==> src/rtl/arc4_pkg.sv <==
// Shared types and widths for the ARC4 control slice.
// ARC4_CTRL_TIMEOUT_EN adds the ERR state used by the per-phase watchdog.
package arc4_pkg;

  localparam int ARC4_KEY_W  = 24;
  localparam int ARC4_ADDR_W = 8;
  localparam int ARC4_DATA_W = 8;

  typedef enum logic [2:0] {
    IDLE,
    INIT_REQ,
    INIT_WAIT,
    KSA_REQ,
    KSA_WAIT,
    PRGA_REQ,
    PRGA_WAIT
`ifdef ARC4_CTRL_TIMEOUT_EN
    , ERR
`endif
  } arc4_ctrl_state_t;

  typedef enum logic [1:0] {
    SEL_INIT,
    SEL_KSA,
    SEL_PRGA
  } arc4_sel_t;

endpackage

==> src/rtl/arc4_ctrl_if.sv <==
// S-memory request bundle: three sub-block request ports in, one memory port out.
// Handshake-free: the controller picks a source (sel) and enables writes (gate).
interface arc4_ctrl_if;
  import arc4_pkg::*;

  logic [ARC4_ADDR_W-1:0] init_addr, ksa_addr, prga_addr;
  logic [ARC4_DATA_W-1:0] init_wrdata, ksa_wrdata, prga_wrdata;
  logic                   init_wren, ksa_wren, prga_wren;
  arc4_sel_t              sel;
  logic                   gate;
  logic [ARC4_ADDR_W-1:0] s_addr;
  logic [ARC4_DATA_W-1:0] s_wrdata;
  logic                   s_wren;

  modport master (
    output init_addr, ksa_addr, prga_addr,
    output init_wrdata, ksa_wrdata, prga_wrdata,
    output init_wren, ksa_wren, prga_wren,
    output sel, gate,
    input  s_addr, s_wrdata, s_wren
  );

  modport slave (
    input  init_addr, ksa_addr, prga_addr,
    input  init_wrdata, ksa_wrdata, prga_wrdata,
    input  init_wren, ksa_wren, prga_wren,
    input  sel, gate,
    output s_addr, s_wrdata, s_wren
  );

endinterface

==> src/rtl/arc4_mem_mux.sv <==
// 3:1 S-memory port mux; write enable is gated so an idle or failed
// controller can never write memory.
module arc4_mem_mux
  import arc4_pkg::*;
(
  arc4_ctrl_if.slave bus
);

  logic wren;

  always_comb begin
    bus.s_addr   = bus.init_addr;
    bus.s_wrdata = bus.init_wrdata;
    wren         = bus.init_wren;
    case (bus.sel)
      SEL_KSA: begin
        bus.s_addr   = bus.ksa_addr;
        bus.s_wrdata = bus.ksa_wrdata;
        wren         = bus.ksa_wren;
      end
      SEL_PRGA: begin
        bus.s_addr   = bus.prga_addr;
        bus.s_wrdata = bus.prga_wrdata;
        wren         = bus.prga_wren;
      end
      default: ;
    endcase
    bus.s_wren = wren & bus.gate;
  end

endmodule

==> src/rtl/arc4_ctrl.sv <==
// ARC4 phase sequencer: runs init, ksa, prga in order and owns the S-memory port.
// Define ARC4_CTRL_TIMEOUT_EN to add the per-phase watchdog and sticky err.
module arc4_ctrl
  import arc4_pkg::*;
#(
  parameter int TIMEOUT_CYCLES = 4096
) (
  input  logic                   clk,
  input  logic                   rst,
  input  logic                   en,
  output logic                   rdy,
  input  logic [ARC4_KEY_W-1:0]  key,
  output logic                   err,
  output logic                   init_en,
  output logic                   ksa_en,
  output logic                   prga_en,
  input  logic                   init_rdy,
  input  logic                   ksa_rdy,
  input  logic                   prga_rdy,
  output logic [ARC4_KEY_W-1:0]  ksa_key,
  output logic [ARC4_KEY_W-1:0]  prga_key,
  input  logic [ARC4_ADDR_W-1:0] init_addr,
  input  logic [ARC4_ADDR_W-1:0] ksa_addr,
  input  logic [ARC4_ADDR_W-1:0] prga_addr,
  input  logic [ARC4_DATA_W-1:0] init_wrdata,
  input  logic [ARC4_DATA_W-1:0] ksa_wrdata,
  input  logic [ARC4_DATA_W-1:0] prga_wrdata,
  input  logic                   init_wren,
  input  logic                   ksa_wren,
  input  logic                   prga_wren,
  output logic [ARC4_ADDR_W-1:0] s_addr,
  output logic [ARC4_DATA_W-1:0] s_wrdata,
  output logic                   s_wren,
  output arc4_ctrl_state_t       dbg_state
);

  if (TIMEOUT_CYCLES < 1 || TIMEOUT_CYCLES > 65535) begin : g_bad_timeout
    $error("arc4_ctrl: TIMEOUT_CYCLES must fit the 16-bit watchdog counter");
  end

  arc4_ctrl_state_t      state_q, state_d;
  arc4_sel_t             sel_q, sel_d;
  logic [ARC4_KEY_W-1:0] key_q;
  logic                  load_key, mem_gate;
  logic                  init_en_d, ksa_en_d, prga_en_d;
  logic                  in_wait, phase_rdy, seen_low_q, done, wait_entry;
  logic                  timeout;

  always_comb begin
    state_d   = state_q;
    sel_d     = sel_q;
    load_key  = 1'b0;
    init_en_d = 1'b0;
    ksa_en_d  = 1'b0;
    prga_en_d = 1'b0;
    in_wait   = 1'b0;
    phase_rdy = 1'b0;
    mem_gate  = 1'b1;
    case (state_q)
      INIT_REQ, INIT_WAIT: phase_rdy = init_rdy;
      KSA_REQ, KSA_WAIT:   phase_rdy = ksa_rdy;
      PRGA_REQ, PRGA_WAIT: phase_rdy = prga_rdy;
      default:             phase_rdy = 1'b0;
    endcase
    in_wait = (state_q == INIT_WAIT) || (state_q == KSA_WAIT) || (state_q == PRGA_WAIT);
    // Completion needs a low-then-high on ready so a stale ready is not taken as done.
    done = in_wait && phase_rdy && seen_low_q;
    case (state_q)
      IDLE: begin
        mem_gate = 1'b0;
        if (en) begin
          load_key = 1'b1;
          sel_d    = SEL_INIT;
          state_d  = INIT_REQ;
        end
      end
      INIT_REQ:  if (init_rdy) begin init_en_d = 1'b1; state_d = INIT_WAIT; end
      INIT_WAIT: if (done) begin sel_d = SEL_KSA; state_d = KSA_REQ; end
      KSA_REQ:   if (ksa_rdy) begin ksa_en_d = 1'b1; state_d = KSA_WAIT; end
      KSA_WAIT:  if (done) begin sel_d = SEL_PRGA; state_d = PRGA_REQ; end
      PRGA_REQ:  if (prga_rdy) begin prga_en_d = 1'b1; state_d = PRGA_WAIT; end
      PRGA_WAIT: if (done) state_d = IDLE;
`ifdef ARC4_CTRL_TIMEOUT_EN
      ERR:       mem_gate = 1'b0;
`endif
      default:   state_d = IDLE;
    endcase
`ifdef ARC4_CTRL_TIMEOUT_EN
    if (timeout) state_d = ERR;
`endif
  end

  assign wait_entry = init_en_d | ksa_en_d | prga_en_d;

  always_ff @(posedge clk or posedge rst) begin
    if (rst) begin
      state_q    <= IDLE;
      sel_q      <= SEL_INIT;
      key_q      <= '0;
      init_en    <= 1'b0;
      ksa_en     <= 1'b0;
      prga_en    <= 1'b0;
      seen_low_q <= 1'b0;
    end else begin
      state_q <= state_d;
      sel_q   <= sel_d;
      init_en <= init_en_d;
      ksa_en  <= ksa_en_d;
      prga_en <= prga_en_d;
      if (load_key) key_q <= key;
      if (wait_entry) seen_low_q <= 1'b0;
      else if (in_wait && !phase_rdy) seen_low_q <= 1'b1;
    end
  end

`ifdef ARC4_CTRL_TIMEOUT_EN
  localparam logic [15:0] WDOG_LIMIT = 16'(TIMEOUT_CYCLES - 1);
  logic [15:0] cnt_q;
  logic        err_q;

  assign timeout = in_wait && !done && (cnt_q == WDOG_LIMIT);

  always_ff @(posedge clk or posedge rst) begin
    if (rst) begin
      cnt_q <= '0;
      err_q <= 1'b0;
    end else begin
      if (wait_entry) cnt_q <= '0;
      else if (in_wait) cnt_q <= cnt_q + 16'd1;
      if (timeout) err_q <= 1'b1;
    end
  end

  assign err = err_q;
`else
  assign timeout = 1'b0;
  assign err     = 1'b0;
`endif

  arc4_ctrl_if bus ();

  assign bus.init_addr   = init_addr;
  assign bus.ksa_addr    = ksa_addr;
  assign bus.prga_addr   = prga_addr;
  assign bus.init_wrdata = init_wrdata;
  assign bus.ksa_wrdata  = ksa_wrdata;
  assign bus.prga_wrdata = prga_wrdata;
  assign bus.init_wren   = init_wren;
  assign bus.ksa_wren    = ksa_wren;
  assign bus.prga_wren   = prga_wren;
  assign bus.sel         = sel_q;
  assign bus.gate        = mem_gate;

  arc4_mem_mux u_mem_mux (.bus(bus));

  assign s_addr    = bus.s_addr;
  assign s_wrdata  = bus.s_wrdata;
  assign s_wren    = bus.s_wren;
  assign rdy       = (state_q == IDLE);
  assign ksa_key   = key_q;
  assign prga_key  = key_q;
  assign dbg_state = state_q;

endmodule

==> config.mk <==
export PLATFORM = sky130hd
export DESIGN_NAME = arc4_ctrl
export DESIGN_NICKNAME = d
export VERILOG_FILES = /design/src/rtl/arc4_pkg.sv /design/src/rtl/arc4_ctrl_if.sv /design/src/rtl/arc4_mem_mux.sv /design/src/rtl/arc4_ctrl.sv
export SDC_FILE = /design/constraint.sdc
export NUM_CORES = 1
export LEC_CHECK = 0
export BUFFER_PORTS_ARGS = -buffer_cell sky130_fd_sc_hd__clkbuf_2
export CORE_MARGIN = 1.5
export CORE_UTILIZATION = 41
export CTS_CLUSTER_DIAMETER = 200
export DETAILED_ROUTE_END_ITERATION = 12
export HOLD_SLACK_MARGIN = 0.1
export PLACE_DENSITY = 0.89
export SLEW_MARGIN = 5
export SYNTH_ARGS = -nofsm -noshare
export SYNTH_HDL_FRONTEND = slang
export SYNTH_SLANG_ARGS = --single-unit
export TNS_END_PERCENT = 50
==> constraint.sdc <==
create_clock -name clk -period 1.8 [get_ports clk]
set_input_delay 0.18 -clock clk [delete_from_list [all_inputs] [get_ports clk]]
set_output_delay 0.18 -clock clk [all_outputs]
set_load 0.01 [all_outputs]
==> results of run 1 <==
[critical path, cell delays in order (launching register included)]
cell	delay [ns]
dfrtp_1	0.41
inv_1	0.09
ha_2	0.21
buf_4	0.17
a22oi_1	0.07
o21ai_0	0.15
clkbuf_2	0.16
[routing by layer]
layer / routed length (microns) / vias up
met2: 2810 / 89
met4: 44 / 0
li1: - / 952
met1: 2390 / 941
met3: 375 / 8
met5: 0 / -
[cell usage after synthesis, drive strengths merged (2+ instances only)]
| cell | instances | area share |
|---|---|---|
| a21boi | 2 | 0.0072 |
| a21oi | 7 | 0.017 |
| a22oi | 17 | 0.061 |
| a31oi | 2 | 0.0060 |
| and2 | 3 | 0.010 |
| buf | 32 | 0.13 |
| clkbuf | 9 | 0.016 |
| dfrtp | 33 | 0.40 |
| ha | 2 | 0.012 |
| inv | 6 | 0.011 |
| mux2 | 24 | 0.17 |
| nand2 | 20 | 0.036 |
| nand4 | 2 | 0.0060 |
| nor2 | 3 | 0.0054 |
| nor3 | 6 | 0.020 |
| o211ai | 2 | 0.0072 |
| o21ai | 18 | 0.043 |
[worst paths after layout]
path,startpoint,to,slack [ns]
setup / recovery,bus.sel[1]$_DFFE_PP0P_,s_addr[1],0.08
hold / removal,key[22],ksa_key[22]$_DFFE_PP0P_,0.14
setup reg to reg,dbg_state[1]$_DFFE_PP0P_,ksa_key[19]$_DFFE_PP0P_,0.22
hold reg to reg,bus.sel[0]$_DFFE_PP0P_,bus.sel[0]$_DFFE_PP0P_,0.53
max in group asynchronous,rst,ksa_key[2]$_DFFE_PP0P_,0.73
min in group asynchronous,rst,dbg_state[2]$_DFFE_PP0P_,0.44
[registers in the layout, summed over array words and instances (netlist names)]
| signal | count |
|---|---|
| bus.sel | 2 |
| dbg_state | 3 |
| init_en | 1 |
| ksa_en | 1 |
| ksa_key | 24 |
| prga_en | 1 |
| seen_low_q | 1 |
[per-stage QoR]
stage	setup TNS (ns)	std cells	setup WS [ns]	utilization	total power, mW
2_1_floorplan	0	202	0.143	-	3.72
3_5_place_dp	0	388	0.158	0.562	4.52
4_1_cts	0	397	0.0176	0.585	5.12
3_3_place_gp	0	388	0.224	0.562	4.42
5_1_grt	-0.0718	399	-0.0153	0.590	5.57
6_report	0	399	0.0789	0.590	5.17
[kinds of logic after synthesis]
family,after synthesis,share of synthesized area
other cells,1,0.00180
buf+inv,47,0.156
mux,25,0.171
compound gates,55,0.170
fa+ha+maj,2,0.0120
simple gates,39,0.0926
flops,33,0.397
[what timing repair did]
item | in CTS | in global routing
pin swaps | 0 | 1
hold buffers | 1 | 0
setup buffers | 0 | 1
setup endpoints to repair | 13 | 16
cloned | 0 | 1
gates resized for setup | 2 | 11
endpoints found under the hold margin | 9 | 0
[where the power goes]
| part | internal, mW | total [mW] | switching, mW |
|---|---|---|---|
| registers | 1.10 | 1.43 | 0.328 |
| logic | 1.60 | 3.22 | 1.61 |
| clock network | 0.267 | 0.530 | 0.264 |
[cell type report]
class                           instances  area, sq um
Tap cell                               67         83.8
Sequential cell                        33          826
Timing Repair Buffer                  163          878
Multi-Input combinational cell        122          946
Clock inverter                          3         17.5
Clock buffer                            5         68.8
Inverter                                6         22.5
Fill cell                             433         1970
==> impl_metrics.toml, run 1 <==
[synthesis]
ys.flop_type = "dfrtp_1"
synth.avg_cell_area_sq_um = 10.3
async_flop_share = 1.00
yosysWarnings = 0
synth_nets = 285
netlist_instances = 202
ys_ff_latch = 33
synth_area_sq_um = 2080
synth_edf_count = 0
seq_area_frac_synth = 0.397
synth.distinct_cells = 38

[final_layout]
drive_above_1_share = 0.596
area_growth_pct = 36.5
layout.cells.most_common = "clkbuf_2"
postLayoutCellArea_sq_um = 2840
layout_common_cells = "clkbuf_2 (152), dfrtp_1 (33), nand2_1 (20), mux2_4 (20), a22oi_1 (17)"
final_nets = 414
num_antenna_cells = 0

[timing]
setup_viol = 0
fmax_ghz = 0.581
fin_crit_ns = 1.72
timing_hold_violations_final = 0
final_max_slew_viol_count = 0
holdWs_ns = 0.136
clock_skew_ns = 0.00204
timing.final.crit_share = 0.956
rsz0062_at_grt = "yes"

[power_and_ir_drop]
p_per_area_nw_per_um2 = 1820
leakagePower_nw = 1.52
max-vdd-ir-drop_uv = 968

[cts]
cts_root_buf = "clkbuf_8"
clock_path_buffers = 2
worstSkewPairLatency_ns = 0.27
cts_tree = "done"
numCtsBuffers = 5
htreeDepth = 2
clkSlewWorstSetupHoldPaths_ns = 0.07
cts.sinks = 33

[place]
place_area_sq_um = 2710
place.gp.congestion = 0.865
dpl.hpwl_microns = 4370
port_buffers = 152

[route]
via_count = 1990
drc_errors = 0
dr.pass1.iters = 4
drtIter0Drc = 132
antenna_left = 0
routed_wl_microns = 5620
viasPerCell = 4.99
wl_per_cell_microns = 14.1

[floorplanning]
start_util = 0.432
dieArea_sq_um = 5510
die_width_microns = 74.3
num_rows = 25
ios = 154
chipHeight_microns = 74.3
core_area_sq_um = 4820

[min_path]
holdPathStages = 2
hold_class = "input pin to register"

[critical_path]
crit_type = "register to primary output"
worstPathMaxFanout = 8
cp-start-kind = "register"
reg2regPathDepth = 4
arrival_ns = 1.54
cp-end-kind = "primary output"
cp_data_required_time_ns = 1.62

[global_route]
gr-usage-met1 = 0.254
gr-usage-met2 = 0.324
grt_max_degree = 25
antenna_found_initial = 0
grt_pass1_vias = 1742
grt-ovfl-total = 0
grt_pass1_wl_microns = 8360
use_met3 = 0.0461
grt_usage = 0.193
grt-busiest-layer = "met2"

[job]
maxCapViolCount = 0

[status]
status = "complete, no violations"
Note: power is estimated with default switching activity, not from simulation.
==> inputs of run 2 (changes only) <==
CORE_UTILIZATION = 37   (was 41)
PLACE_DENSITY = 0.85   (was 0.89)
clock period = 1.4 ns   (was 1.8 ns; I/O delays follow)
==> run 2 against run 1 <==
Compared with the run above: the run now ends with setup timing left; clock skew grew 0.0024 ns; non-clock buffer count is 39 higher; routed wire length is 15% higher; clock-buffer cell count unchanged; critical path depth unchanged; final cell count grew 11%; critical endpoint is now s_wrdata[0]; largest cell class is now buffers; highest routed layer unchanged.
==> impl_metrics.toml, run 2 (same netlist as run 1, synthesis figures left out) <==
[power_and_ir_drop]
p_per_area_nw_per_um2 = 2270
finalPower_mw = 7.79
leakagePower_nw = 1.77
max-vdd-ir-drop_uv = 1030

[status]
status = "complete, but fails checks"
violations = "setup timing"

[cts]
htreeDepth = 2
numCtsBuffers = 5
cts.sinks = 33
worstSkewPairLatency_ns = 0.28
cts_tree = "done"
clkSlewWorstSetupHoldPaths_ns = 0.07
clock_path_buffers = 2
cts_root_buf = "clkbuf_8"

[timing]
layout_setup_ws_ns = -0.254
timing.final.crit_share = 1.18
final_max_slew_viol_count = 0
fmax_ghz = 0.605
fin_setup_tns_ns = -4.50
timing_hold_violations_final = 0
fin_crit_ns = 1.65
rsz0062_at_grt = "yes"
setup_viol = 40
clock_skew_ns = 0.00446

[critical_path]
r2r-start = "dbg_state[2]$_DFFE_PP0P_"
r2r_end = "ksa_key[18]$_DFFE_PP0P_"
cp_cell_sequence = "buf_6 -> ha_4 -> buf_12 -> a22oi_2 -> o21ai_2 -> buf_2"
rrSetupSlack_ns = -0.06
crit_path_top_delay_cell = "dfrtp_1"
worstPathMaxFanout = 14
arrival_ns = 1.51
cp-end-kind = "primary output"
cp-start-kind = "register"
crit_type = "register to primary output"
slowest_delay_ns = 0.41
cp_data_required_time_ns = 1.26
reg2regPathDepth = 4

[floorplanning]
num_rows = 27
core_area_sq_um = 5470
start_util = 0.380
chipHeight_microns = 78.0
die_width_microns = 78.0
ios = 154
dieArea_sq_um = 6090

[min_path]
hold_class = "input pin to register"
hold_start = "key[11]"
hold_end = "ksa_key[11]$_DFFE_PP0P_"
holdPathStages = 2

[final_layout]
layout_common_cells = "clkbuf_2 (140), dfrtp_1 (33), mux2_4 (24), dlygate4sd3_1 (24), buf_4 (15)"
drive_above_1_share = 0.658
area_growth_pct = 64.6
fin_cells = 443
largest_reg_flops = 24
layout.cells.most_common = "clkbuf_2"
final_util = 0.626
num_antenna_cells = 0
final_nets = 453

[place]
dpl.hpwl_microns = 4240
place.gp.congestion = 0.895
port_buffers = 152
place_inst = 406

[route]
drtIter0Drc = 82
wl_per_cell_microns = 14.6
dr.pass1.iters = 4
viasPerCell = 4.87
routed_wl_microns = 6460
drc_errors = 0
via_count = 2156
antenna_left = 0

[global_route]
grt_max_degree = 34
antenna_found_initial = 0
grt-ovfl-total = 0
grt_pass1_vias = 2090
grt_pass1_wl_microns = 10000
grt_usage = 0.205

[job]
maxCapViolCount = 0
[run 2: changes by cell type in the layout (fill, tap and decap cells not counted), sizes merged]
cell | before | now
buf | 10 | 36
dlygate4sd3 | 1 | 24
clkbuf | 157 | 147
[run 2: report_power, final]
group	switching (mW)	internal (mW)	total (mW)
clock	0.350	0.343	0.692
sequential	0.399	1.41	1.81
combinational	2.52	2.76	5.28
[run 2: layout make-up]
class                   instances  area, sq um
clock buffers                   5         68.8
clock inverters                 3         17.5
fillers                       445         2050
inverters                       6         22.5
multi-input cells             122         1090
flip-flops and latches         33          826
well taps                      72         90.1
repair buffers                202         1320
[run 2: metrics by stage]
| stage | setup slack, ns | hold slack, ns | area [sq um] |
|---|---|---|---|
| final | -0.254 | 0.123 | 3430 |
| after global routing | -0.307 | 0.110 | 3430 |
| after CTS | -0.253 | 0.105 | 3310 |
| after detailed placement | -0.0628 | 0.241 | 2840 |
| after global placement | -0.0293 | 0.223 | 2840 |
| after floorplan | -0.169 | 0.269 | 2090 |
[run 2: routing by layer]
layer  share of wire  routed length, microns  global-route usage
met4           0.017                     110              0.0661
met3           0.054                     351              0.0453
met2            0.54                    3490               0.376
met1            0.39                    2510               0.234
met5               0                       0                   0
[run 2: repair_timing]
item | in CTS | in global routing
hold buffers | 24 | 0
gates cloned | 1 | 2
endpoints found under the hold margin | 56 | 0
resized for setup | 32 | 33
buffers inserted | 2 | 0
endpoints found under the setup margin | 28 | 45
pin swaps | 9 | 10
[run 2: worst max-delay path, delay by kind of cell, from the launching register on]
| family | cells | cell delay, ns |
|---|---|---|
| AOI/OAI and AO/OA | 2 | 0.24 |
| adders and majority gates | 1 | 0.17 |
| buffers and inverters | 3 | 0.42 |
| DFF | 1 | 0.41 |
[run 2: worst max path at each step]
stage | start | end | cells after the start
6_report | bus.sel[0]$_DFFE_PP0P_ | s_wrdata[0] | 6
5_1_grt | bus.sel[0]$_DFFE_PP0P_ | s_wrdata[0] | 6
4_1_cts | bus.sel[0]$_DFFE_PP0P_ | s_wren | 7
3_5_place_dp | bus.sel[0]$_DFFE_PP0P_ | s_addr[2] | 6
3_3_place_gp | bus.sel[0]$_DFFE_PP0P_ | s_addr[2] | 5
2_1_floorplan | dbg_state[2]$_DFFE_PP0P_ | ksa_key[0]$_DFFE_PP0P_ | 6
==> inputs of run 3 (changes only) <==
RECOVER_POWER = 100   (was unset)
==> run 3 against run 2 <==
Compared with the run above: register-to-register slack worse by 0.14 ns; first-iteration DRC count shrank 20%; critical path type unchanged; flip-flop and latch count did not move; utilization fell by 1.5 points; the run still ends with setup timing left; critical path depth did not move; setup slack is essentially flat; sequential share of layout area rose by 0.59 points; clock power hardly changed; largest cell class unchanged; routed wire length increased by 0.88%; combinational power is 4.2% lower; sequential power is essentially flat.
==> impl_metrics.toml, run 3 (same netlist as run 1, synthesis figures left out) <==
[critical_path]
r2r_end = "dbg_state[0]$_DFFE_PP0P_"
crit_type = "register to primary output"
cp_data_required_time_ns = 1.26
crit_path_top_delay_cell = "dfrtp_1"
cp_cell_sequence = "buf_6 -> ha_4 -> buf_12 -> a22oi_2 -> o21ai_2 -> buf_2"
reg2regPathDepth = 5
slowest_delay_ns = 0.41
worstPathMaxFanout = 14
r2r-start = "dbg_state[1]$_DFFE_PP0P_"
cp-start-kind = "register"
arrival_ns = 1.51
rrSetupSlack_ns = -0.20
cp-end-kind = "primary output"

[global_route]
grt_max_degree = 34
grt_pass1_wl_microns = 10000
grt_pass1_vias = 2090
grt_usage = 0.205
antenna_found_initial = 0
grt-ovfl-total = 0

[route]
drtIter0Drc = 66
viasPerCell = 4.89
via_count = 2165
drc_errors = 0
routed_wl_microns = 6510
dr.pass1.iters = 4
antenna_left = 0
wl_per_cell_microns = 14.7

[job]
maxCapViolCount = 0

[cts]
htreeDepth = 2
cts_tree = "done"
clkSlewWorstSetupHoldPaths_ns = 0.07
clock_path_buffers = 2
worstSkewPairLatency_ns = 0.28
cts.sinks = 33
numCtsBuffers = 5
cts_root_buf = "clkbuf_8"

[final_layout]
num_antenna_cells = 0
area_growth_pct = 60.6
postLayoutCellArea_sq_um = 3340
final_util = 0.611
largest_reg_flops = 24
final_nets = 453
layout.cells.most_common = "clkbuf_2"
layout_common_cells = "clkbuf_2 (92), clkbuf_1 (52), dfrtp_1 (33), mux2_4 (24), dlygate4sd3_1 (24)"
drive_above_1_share = 0.515

[power_and_ir_drop]
finalPower_mw = 7.55
p_per_area_nw_per_um2 = 2260
max-vdd-ir-drop_uv = 951
leakagePower_nw = 1.60

[place]
place_area_sq_um = 2840
dpl.hpwl_microns = 4240
port_buffers = 152
place_ws_ns = -0.0628
place.gp.congestion = 0.895

[timing]
relSlewSlack = 0.452
layout_setup_ws_ns = -0.254
rsz0062_at_grt = "yes"
holdWs_ns = 0.122
timing.final.crit_share = 1.18
tightest_slew_ns = 0.822
fin_crit_ns = 1.65
final_max_slew_viol_count = 0
clock_skew_ns = 0.00572
fmax_ghz = 0.605
setup_viol = 45
timing_hold_violations_final = 0

[min_path]
hold_end = "ksa_key[11]$_DFFE_PP0P_"
hold_class = "input pin to register"
holdPathStages = 2
hold_start = "key[11]"

[floorplanning]
ios = 154
die_width_microns = 78.0
dieArea_sq_um = 6090
chipHeight_microns = 78.0
core_area_sq_um = 5470
num_rows = 27
start_util = 0.380

[status]
violations = "setup timing"
status = "complete, but fails checks"
## run 3: cell types whose count changed in the layout (fill, tap and decap cells not counted)
cell,change
buf_1,+1
buf_4,-4
buf_6,-1
clkbuf_1,+52
clkbuf_2,-48
## run 3: cell type report
type	count	area [sq um]
repair buffers	202	1230
flip-flops and latches	33	826
multi-input cells	122	1090
well taps	72	90.1
inverters	6	22.5
clock inverters	3	17.5
fillers	488	2130
clock buffers	5	68.8
## run 3: repair_timing
item / in CTS / in global routing
cloned: 1 / 2
endpoints found under the hold margin: 56 / 0
setup endpoints to repair: 28 / 45
buffers inserted: 2 / 0
resized for setup: 32 / 33
hold buffers: 24 / 0
pin swaps: 9 / 10
## run 3: layer usage
layer | GRT usage | vias to the layer above | wire length (microns)
met5 | 0 | - | 0
li1 | - | 1021 | -
met4 | 0.0661 | 0 | 106
met3 | 0.0453 | 12 | 387
met1 | 0.234 | 1035 | 2530
met2 | 0.376 | 97 | 3490
## run 3: report_power, final
group | internal, mW | switching [mW]
Sequential | 1.41 | 0.388
Clock | 0.343 | 0.351
Combinational | 2.53 | 2.53
Total | 4.28 | 3.27
## run 3: how the worst max path moves through the flow
stage / start / endpoint / slack, ns
after global routing: bus.sel[0]$_DFFE_PP0P_ / s_wrdata[0] / -0.31
final: bus.sel[0]$_DFFE_PP0P_ / s_wrdata[0] / -0.25
after global placement: bus.sel[0]$_DFFE_PP0P_ / s_addr[2] / -0.03
after floorplan: dbg_state[2]$_DFFE_PP0P_ / ksa_key[0]$_DFFE_PP0P_ / -0.17
after CTS: bus.sel[0]$_DFFE_PP0P_ / s_wren / -0.25
after detailed placement: bus.sel[0]$_DFFE_PP0P_ / s_addr[2] / -0.06
## run 3: worst max-delay path: cells and delay by family (launching register included)
| family | cells | cell delay [ns] |
|---|---|---|
| buffers and inverters | 3 | 0.42 |
| flip-flops | 1 | 0.41 |
| AO/OA/AOI/OAI | 2 | 0.24 |
| adder cells (fa/ha/maj) | 1 | 0.17 |
## run 3: through the flow
stage,setup TNS (ns),instances
2_1_floorplan,-3.81,202
3_3_place_gp,-0.0477,406
3_5_place_dp,-0.300,406
4_1_cts,-4.04,441
5_1_grt,-8.48,443
6_report,-5.10,443
